--- src/rtl/axis_pkg.sv ---
// ============================================================================
// Module : axis_pkg
// Brief  : Shared constants and LFSR step function for the AXI-Stream checker.
// Rev    : 1.0 - initial release
// ============================================================================
`default_nettype none

package axis_pkg;

  localparam int AXIS_WIDTH_DEFAULT = 32;

  localparam logic [1:0] RDY_ALWAYS = 2'b00;
  localparam logic [1:0] RDY_ALT    = 2'b01;
  localparam logic [1:0] RDY_LFSR   = 2'b10;
  localparam logic [1:0] RDY_NEVER  = 2'b11;

  localparam logic [1:0] ST_IDLE  = 2'b00;
  localparam logic [1:0] ST_SYNC  = 2'b01;
  localparam logic [1:0] ST_CHECK = 2'b10;

  // Right-shifting Fibonacci form of the x^16+x^14+x^13+x^11+1 polynomial.
  function automatic logic [15:0] lfsr16_next(input logic [15:0] s);
    return {s[0] ^ s[2] ^ s[3] ^ s[5], s[15:1]};
  endfunction

endpackage

`default_nettype wire

--- src/rtl/axis_lfsr16.sv ---
// ============================================================================
// Module : axis_lfsr16
// Brief  : 16-bit Fibonacci LFSR that steps only when advance is high.
// Rev    : 1.0 - initial release
// ============================================================================
`default_nettype none

module axis_lfsr16
  import axis_pkg::*;
#(
  parameter logic [15:0] SEED = 16'hACE1
) (
  input  logic        clk,
  input  logic        reset,
  input  logic        advance,
  output logic [15:0] state
);

  logic [15:0] state_q;
  logic [15:0] state_d;

  always_comb begin
    state_d = state_q;
    if (advance) begin
      state_d = lfsr16_next(state_q);
    end
  end

  always_ff @(posedge clk) begin
    if (reset) begin
      state_q <= SEED;
    end else begin
      state_q <= state_d;
    end
  end

  assign state = state_q;

endmodule

`default_nettype wire

--- config.mk ---
export PLATFORM = sky130hd
export DESIGN_NAME = axis_lfsr16
export DESIGN_NICKNAME = d
export VERILOG_FILES = /design/src/rtl/axis_pkg.sv /design/src/rtl/axis_lfsr16.sv
export SDC_FILE = /design/constraint.sdc
export NUM_CORES = 1
export LEC_CHECK = 0
export CAP_MARGIN = 25
export CORE_MARGIN = 5
export CORE_UTILIZATION = 30
export CTS_BUF_LIST = sky130_fd_sc_hd__clkbuf_8
export CTS_CLUSTER_DIAMETER = 40
export DETAILED_ROUTE_END_ITERATION = 10
export GPL_ROUTABILITY_DRIVEN = 0
export PLACE_DENSITY = 0.67
export SETUP_SLACK_MARGIN = 0.02
export SYNTH_ARGS = -nofsm -noshare
export SYNTH_HDL_FRONTEND = slang
export SYNTH_SLANG_ARGS = --single-unit
--- constraint.sdc ---
create_clock -name clk -period 1.9 [get_ports clk]
set_clock_uncertainty 0.2 [all_clocks]
set_input_delay 0.38 -clock clk [delete_from_list [all_inputs] [get_ports clk]]
set_output_delay 0.38 -clock clk [all_outputs]
set_load 0.005 [all_outputs]
==> results of run 1 <==
## final cells by class
type,instances,area (um2),area share
Inverter,1,3.754,0.004412
Clock buffer,3,41.29,0.04853
Multi-Input combinational cell,35,244.0,0.2868
Tap cell,27,33.78,0.03971
Sequential cell,16,320.3,0.3765
Timing Repair Buffer,20,207.7,0.2441
## metal layers
layer | wire length (um) | track usage | up-vias
li1 | - | - | 223
met3 | 66 | 0.02180 | 2
met2 | 606 | 0.1535 | 10
met1 | 522 | 0.1054 | 205
met4 | 19 | 0.07469 | 0
met5 | 0 | 0 | -
## worst paths after layout
check / from / end / depth (start not counted)
worst max-delay path: state[5]$_SDFFE_PP1P_ / state[5] / 1
worst min-delay path: state[1]$_SDFFE_PP0P_ / state[0]$_SDFFE_PP1P_ / 2
worst max register to register: state[5]$_SDFFE_PP1P_ / state[15]$_SDFFE_PP1P_ / 3
worst min register to register: state[1]$_SDFFE_PP0P_ / state[0]$_SDFFE_PP1P_ / 2
## kinds of logic (layout without fill, tap and decap cells)
kind of cell | after synthesis | in the layout
AO/OA/AOI/OAI | 1 | 1
multiplexers | 15 | 15
XOR/XNOR | 3 | 3
AND/OR/NAND/NOR | 16 | 16
buffers and inverters | 4 | 24
flip-flops | 16 | 16
## stage by stage
stage	utilization	cells
2_1_floorplan	-	55
3_3_place_gp	0.4169	99
3_5_place_dp	0.4169	99
4_1_cts	0.4381	102
5_1_grt	0.4381	102
6_report	0.4381	102
## where the power goes
part | internal [mW] | total (mW) | switching, mW
sequential | 0.359 | 0.377 | 0.0180
clock | 0.140 | 0.245 | 0.105
combinational | 0.0692 | 0.109 | 0.0394
## synth_stat cells
cell type,count,share of area
a31oi_1,1,0.010
buf_6,1,0.019
buf_8,1,0.025
clkbuf_2,1,0.0083
dfxtp_1,16,0.53
inv_1,1,0.0063
mux2i_1,15,0.25
nand2_1,7,0.044
nor2_1,8,0.050
nor3_1,1,0.0083
xnor2_1,3,0.044
## worst reg2reg max path, delay by kind of cell (launching register included)
family          cells  cell delay [ns]
flops               1             0.40
xor+xnor            2             0.29
compound gates      1             0.10
==> qor.yml, run 1 <==
cts_tree: "built"
cp-start-kind: "register"
synthSimpleGateAreaFrac: 0.1023
antenna_found_initial: 0
period_minus_slack_ns: 1.764
final_hold_viol_count: 0
floorplan.initialDensity: 0.3086
status: "completed"
fin_crit_sh: 0.9285
postSynthCellCount: 55
routed_via_density: 4.314
n_fill_cell: 212
max_slew_margin: 0.8422
clkTransAtPathRegs_ns: 0.06
cts.sinks: 16
critical_path_class: "reg -> out"
clockRootBuffer: "clkbuf_8"
r2r_slack_ns: 0.78
dpl-instance-area_um2: 809.5
slew_viol_final: 0
finalPower_uw: 730.7
cts_hold_buf: 0
yosysWarningCount: 0
synthToLayoutAreaGrowth_pct: 41.96
synth_xor_area_frac: 0.04384
hpwlAfterDp_um: 830.6
max_slew.worst_pin.slew_ns: 0.2364
nNetsFinal: 80
die_y_um: 54.70
rows: 16
pre_cts_ws_ns: 0.2415
wire_per_inst_um: 11.92
cp_cell_sequence: "clkdlybuf4s50_1"
wl_mm: 1.216
worst_hold_slack_ns: 0.3006
synth_cell_type_count: 11
gr-usage-all-layers: 0.09486
die_w_um: 54.70
cts_max_path_buffers: 2
synth_fa_ha_area_frac: 0
first_iter_violations: 0
rsz0062_at_grt: "false"
die-area_mm2: 0.002992
cp.required_ns: 1.32
grt_pass1_wl_mm: 1.980
drive_above_1_share: 0.06667
synth-compound-area-share: 0.01044
n_antenna_cell: 0
fmax_ghz: 0.5669
design_area_um2: 850.8
synth_top_family_by_area: "multiplexers"
ios: 19
ctsHtreeMaxLevel: 1
maxCapViolCount: 0
setup_slack_ns: 0.1359
hold_class: "reg -> reg"
route.detailed.drc: 0
first_global_vias: 459
cts_buffers: 3
cp_num_buf_inv: 1
vias: 440
core_mm2: 0.001942
grt_overflow: 0
syn_avg_cell_area_um2: 10.90
syn_nets: 58
power_leakage_nw: 0.3666
antenna_left: 0
cp_top_family: "buffers and inverters"
grt_max_degree: 18
setup_viol: 0
largest_reg_flops: 16
cp.arrival_ns: 1.18
peakVddDrop_v: 0.0003235
netlist_area_um2: 599.3
yosysSeqAreaShare: 0.5344
setup_tns_ns: 0
clock_latency_ns: 0.24
muxShareOfSynthArea: 0.2505
final_cell_mix: "18 x clkdlybuf4s50_1, 16 x dfxtp_1, 15 x mux2i_1, 8 x nor2_1, 7 x nand2_1"
crit_path_max_incr_delay_ns: 0.54
cp_max_fo: 4
crit_path_end_kind: "primary output"
critPathSlowestCell: "clkdlybuf4s50_1"
cts_resized: 0
cts_setup_buffers: 0
firstDrtPassIters: 1
mostFrequentLayoutCell: "clkdlybuf4s50_1"
power_density_mw_per_mm2: 858.8
yosys_register_bits: 16
portBuffers: 18
No activity file was read; power rests on OpenSTA's default activity.
==> inputs of run 2 (changes only) <==
--- a/config.mk
+++ b/config.mk
@@ -5,15 +5,17 @@
 export SDC_FILE = /design/constraint.sdc
 export NUM_CORES = 1
 export LEC_CHECK = 0
-export CAP_MARGIN = 25
+export CAP_MARGIN = 20
 export CORE_MARGIN = 5
 export CORE_UTILIZATION = 30
 export CTS_BUF_LIST = sky130_fd_sc_hd__clkbuf_8
 export CTS_CLUSTER_DIAMETER = 40
 export DETAILED_ROUTE_END_ITERATION = 10
 export GPL_ROUTABILITY_DRIVEN = 0
+export MAX_ROUTING_LAYER = met4
 export PLACE_DENSITY = 0.67
 export SETUP_SLACK_MARGIN = 0.02
 export SYNTH_ARGS = -nofsm -noshare
 export SYNTH_HDL_FRONTEND = slang
 export SYNTH_SLANG_ARGS = --single-unit
+export TNS_END_PERCENT = 5
==> qor.yml, run 2 (synthesis gave the netlist of run 1 again) <==
rsz0062_at_grt: "false"
min_path_cells: 2
maxCapViolCount: 0
peakVddDrop_v: 0.0003235
switchingPower_uw: 162.6
reg2reg_depth: 3
gr-usage-all-layers: 0.09750
cp_num_buf_inv: 1
cts_tree: "built"
cp_max_fo: 4
p_seq_frac: 0.515
first_iter_violations: 0
wl_mm: 1.216
regToRegStartpoint: "state[5]$_SDFFE_PP1P_"
n_fill_cell: 212
hp-start: "state[1]$_SDFFE_PP0P_"
ctsHtreeMaxLevel: 1
die_w_um: 54.70
portBuffers: 18
die-area_mm2: 0.002992
max_slew_margin: 0.8422
dpl-instance-area_um2: 809.5
rows: 16
cts_hold_buf: 0
p_sw_frac: 0.2226
vias: 440
ios: 19
cts_resized: 0
cp-start-kind: "register"
critical_path_class: "reg -> out"
r2r_slack_ns: 0.78
antenna_left: 0
cp_cell_sequence: "clkdlybuf4s50_1"
synthToLayoutAreaGrowth_pct: 41.96
status: "completed"
antenna_found_initial: 0
core_mm2: 0.001942
mostFrequentLayoutCell: "clkdlybuf4s50_1"
p_clk_frac: 0.336
wire_per_inst_um: 11.92
floorplan.initialDensity: 0.3086
fmax_ghz: 0.5669
crit_path_max_incr_delay_ns: 0.54
cts_buffers: 3
combPwrFrac: 0.149
setup_tns_ns: 0
setup_viol: 0
fin_util: 0.4381
fin_cells: 102
n_antenna_cell: 0
hold_class: "reg -> reg"
max_slew.worst_pin.slew_ns: 0.2364
clock_latency_ns: 0.24
fin_crit_sh: 0.9285
final_hold_viol_count: 0
cp.arrival_ns: 1.18
power.internal_uw: 568.1
cts_setup_buffers: 0
firstDrtPassIters: 1
critPathSlowestCell: "clkdlybuf4s50_1"
power_leakage_nw: 0.3666
reg2reg_to: "state[15]$_SDFFE_PP1P_"
cp_top_family: "buffers and inverters"
crit_path_end_kind: "primary output"
grt_pass1_wl_mm: 1.980
worst_hold_slack_ns: 0.3006
clockRootBuffer: "clkbuf_8"
routed_via_density: 4.314
dp.cells: 99
clkTransAtPathRegs_ns: 0.06
nNetsFinal: 80
largest_reg_flops: 16
die_y_um: 54.70
final_cell_mix: "18 x clkdlybuf4s50_1, 16 x dfxtp_1, 15 x mux2i_1, 8 x nor2_1, 7 x nand2_1"
drive_above_1_share: 0.06667
first_global_vias: 460
min_to: "state[0]$_SDFFE_PP1P_"
hpwlAfterDp_um: 830.6
cp.required_ns: 1.32
grt_overflow: 0
period_minus_slack_ns: 1.764
route.detailed.drc: 0
design_area_um2: 850.8
slew_viol_final: 0
grt_max_degree: 18
cts.sinks: 16
power_density_mw_per_mm2: 858.9
cts_max_path_buffers: 2
==> run 2: cell counts in the layout (fill, tap and decap cells not counted) <==
Identical to the previous run, type by type.
==> run 2: stage by stage <==
stage	worst slack [ns]	total power, mW
6_report	0.1359	0.7307
5_1_grt	0.07223	0.7690
3_3_place_gp	0.2498	0.4913
3_5_place_dp	0.2415	0.4933
4_1_cts	0.1207	0.7408
2_1_floorplan	0.7092	0.4356
==> run 2: power groups by stage <==
stage               clock network [mW]  logic [mW]  registers (mW)
floorplan                            0      0.0521           0.383
global placement                     0       0.108           0.383
detailed placement                   0       0.109           0.384
CTS                              0.253       0.111           0.377
global route                     0.269       0.119           0.380
finish                           0.245       0.109           0.377
==> run 2: cell type report <==
class,count,area (um2),area share
sequential,16,320.3,0.3765
multi-input combinational,35,244.0,0.2868
timing repair buffer,20,207.7,0.2441
clock buffer,3,41.29,0.04853
tap,27,33.78,0.03971
inverter,1,3.754,0.004412
==> run 2: metal layers <==
layer / global-route usage / up-vias / share of wire
met5: - / - / 0
met3: 0.02180 / 2 / 0.054
met2: 0.1535 / 10 / 0.50
li1: - / 223 / -
met4: 0.07469 / 0 / 0.016
met1: 0.1054 / 205 / 0.43
==> run 2: worst max-delay path by stage <==
stage	slack, ns	cells past startpoint	to	start
2_1_floorplan	0.71	4	state[0]$_SDFFE_PP1P_	advance
3_3_place_gp	0.25	4	state[11]$_SDFFE_PP1P_	advance
3_5_place_dp	0.24	4	state[11]$_SDFFE_PP1P_	advance
4_1_cts	0.12	1	state[5]	state[5]$_SDFFE_PP1P_
5_1_grt	0.07	1	state[5]	state[5]$_SDFFE_PP1P_
6_report	0.14	1	state[5]	state[5]$_SDFFE_PP1P_
==> inputs of run 3 (changes only) <==
--- a/config.mk
+++ b/config.mk
@@ -5,7 +5,10 @@
 export SDC_FILE = /design/constraint.sdc
 export NUM_CORES = 1
 export LEC_CHECK = 0
+export ABC_CLOCK_PERIOD_IN_PS = 1900
 export CAP_MARGIN = 20
+export CELL_PAD_IN_SITES_DETAIL_PLACEMENT = 1
+export CELL_PAD_IN_SITES_GLOBAL_PLACEMENT = 2
 export CORE_MARGIN = 5
 export CORE_UTILIZATION = 30
 export CTS_BUF_LIST = sky130_fd_sc_hd__clkbuf_8
@@ -13,7 +16,7 @@
 export DETAILED_ROUTE_END_ITERATION = 10
 export GPL_ROUTABILITY_DRIVEN = 0
 export MAX_ROUTING_LAYER = met4
-export PLACE_DENSITY = 0.67
+export PLACE_DENSITY = 0.94
 export SETUP_SLACK_MARGIN = 0.02
 export SYNTH_ARGS = -nofsm -noshare
 export SYNTH_HDL_FRONTEND = slang
==> qor.yml, run 3 (synthesis gave the netlist of run 1 again) <==
n_antenna_cell: 0
cts.sinks: 16
synthToLayoutAreaGrowth_pct: 41.96
antenna_left: 0
combPwrFrac: 0.150
rsz0062_at_grt: "false"
vias: 439
max_slew.worst_pin.slew_ns: 0.2428
critical_path_class: "reg -> out"
max_slew_margin: 0.8379
maxUsedRoutingLayer: "met4"
grt_max_degree: 18
cts_resized: 0
slew_viol_final: 0
p_sw_frac: 0.2248
die_y_um: 54.70
dr_wl_met3_um: 60
floorplan.initialDensity: 0.3086
pre_cts_ws_ns: 0.2228
grt_overflow: 0
setup_tns_ns: 0
portBuffers: 18
peakVddDrop_v: 0.0004249
cts_max_path_buffers: 2
maxCapViolCount: 0
fmax_ghz: 0.5721
core_mm2: 0.001942
clockRootBuffer: "clkbuf_8"
crit_path_end_kind: "primary output"
drive_above_1_share: 0.06667
cts_tree: "built"
largest_reg_flops: 16
wl_met1_um: 608
cp.arrival_ns: 1.17
wl_mm: 1.288
cp-start-kind: "register"
antenna_found_initial: 0
die_w_um: 54.70
period_minus_slack_ns: 1.748
cts_setup_buffers: 0
p_clk_frac: 0.336
power_density_mw_per_mm2: 861.3
dpl-instance-area_um2: 809.5
nNetsFinal: 80
cp_max_fo: 4
routed_via_density: 4.304
rows: 16
wire_per_inst_um: 12.63
regToRegStartpoint: "state[2]$_SDFFE_PP0P_"
ctsHtreeMaxLevel: 1
mostFrequentLayoutCell: "clkdlybuf4s50_1"
design_area_um2: 850.8
clock_latency_ns: 0.24
final_hold_viol_count: 0
hold_class: "reg -> reg"
ios: 19
cp_top_family: "buffers and inverters"
grt_pass1_wl_mm: 2.097
gr-usage-all-layers: 0.1043
first_iter_violations: 4
final_cell_mix: "18 x clkdlybuf4s50_1, 16 x dfxtp_1, 15 x mux2i_1, 8 x nor2_1, 7 x nand2_1"
power_leakage_nw: 0.3666
routed-wl-met2_um: 612
crit_start: "state[2]$_SDFFE_PP0P_"
die-area_mm2: 0.002992
status: "completed"
route.detailed.drc: 0
cts_buffers: 3
clkTransAtPathRegs_ns: 0.06
setup_viol: 0
power.internal_uw: 568.1
setup_slack_ns: 0.1519
n_fill_cell: 233
cp.required_ns: 1.32
cp_num_buf_inv: 1
firstDrtPassIters: 2
cp_cell_sequence: "clkdlybuf4s50_1"
finalPower_uw: 732.8
critPathSlowestCell: "clkdlybuf4s50_1"
cts_hold_buf: 0
fin_util: 0.4381
switchingPower_uw: 164.7
fin_crit_sh: 0.9200
crit_path_max_incr_delay_ns: 0.53
hp-start: "state[1]$_SDFFE_PP0P_"
p_seq_frac: 0.514
first_global_vias: 435
## run 3: power by group through the flow
stage | logic, mW | registers [mW] | clock network [mW]
finish | 0.110 | 0.377 | 0.246
global route | 0.120 | 0.381 | 0.268
CTS | 0.112 | 0.377 | 0.254
detailed placement | 0.111 | 0.384 | 0
global placement | 0.109 | 0.384 | 0
floorplan | 0.0521 | 0.383 | 0
## run 3: layout make-up
| cell class | instances | area [um2] | share of cell area |
|---|---|---|---|
| tap | 27 | 33.78 | 0.03971 |
| inverter | 1 | 3.754 | 0.004412 |
| multi-input combinational | 35 | 244.0 | 0.2868 |
| sequential | 16 | 320.3 | 0.3765 |
| clock buffer | 3 | 41.29 | 0.04853 |
| timing repair buffer | 20 | 207.7 | 0.2441 |
## run 3: routing by layer
metal	vias up	global-route usage
met3	2	0.02452
met4	0	0.07469
met2	10	0.1398
met5	-	-
li1	222	-
met1	205	0.1346
## run 3: stage by stage
| step | hold slack [ns] | std cells |
|---|---|---|
| after floorplan | 0.2884 | 55 |
| after global placement | 0.2884 | 99 |
| after detailed placement | 0.2999 | 99 |
| after CTS | 0.3154 | 102 |
| after global routing | 0.3448 | 102 |
| final | 0.3060 | 102 |
## run 3: path summary, 6_finish.rpt
check                                         endpoint  slack [ns]  cells after the start
worst max register to register  state[15]$_SDFFE_PP1P_        0.80                      3
worst min-delay path             state[0]$_SDFFE_PP1P_        0.31                      2
worst min register to register   state[0]$_SDFFE_PP1P_        0.31                      2
worst max-delay path                          state[2]        0.15                      1
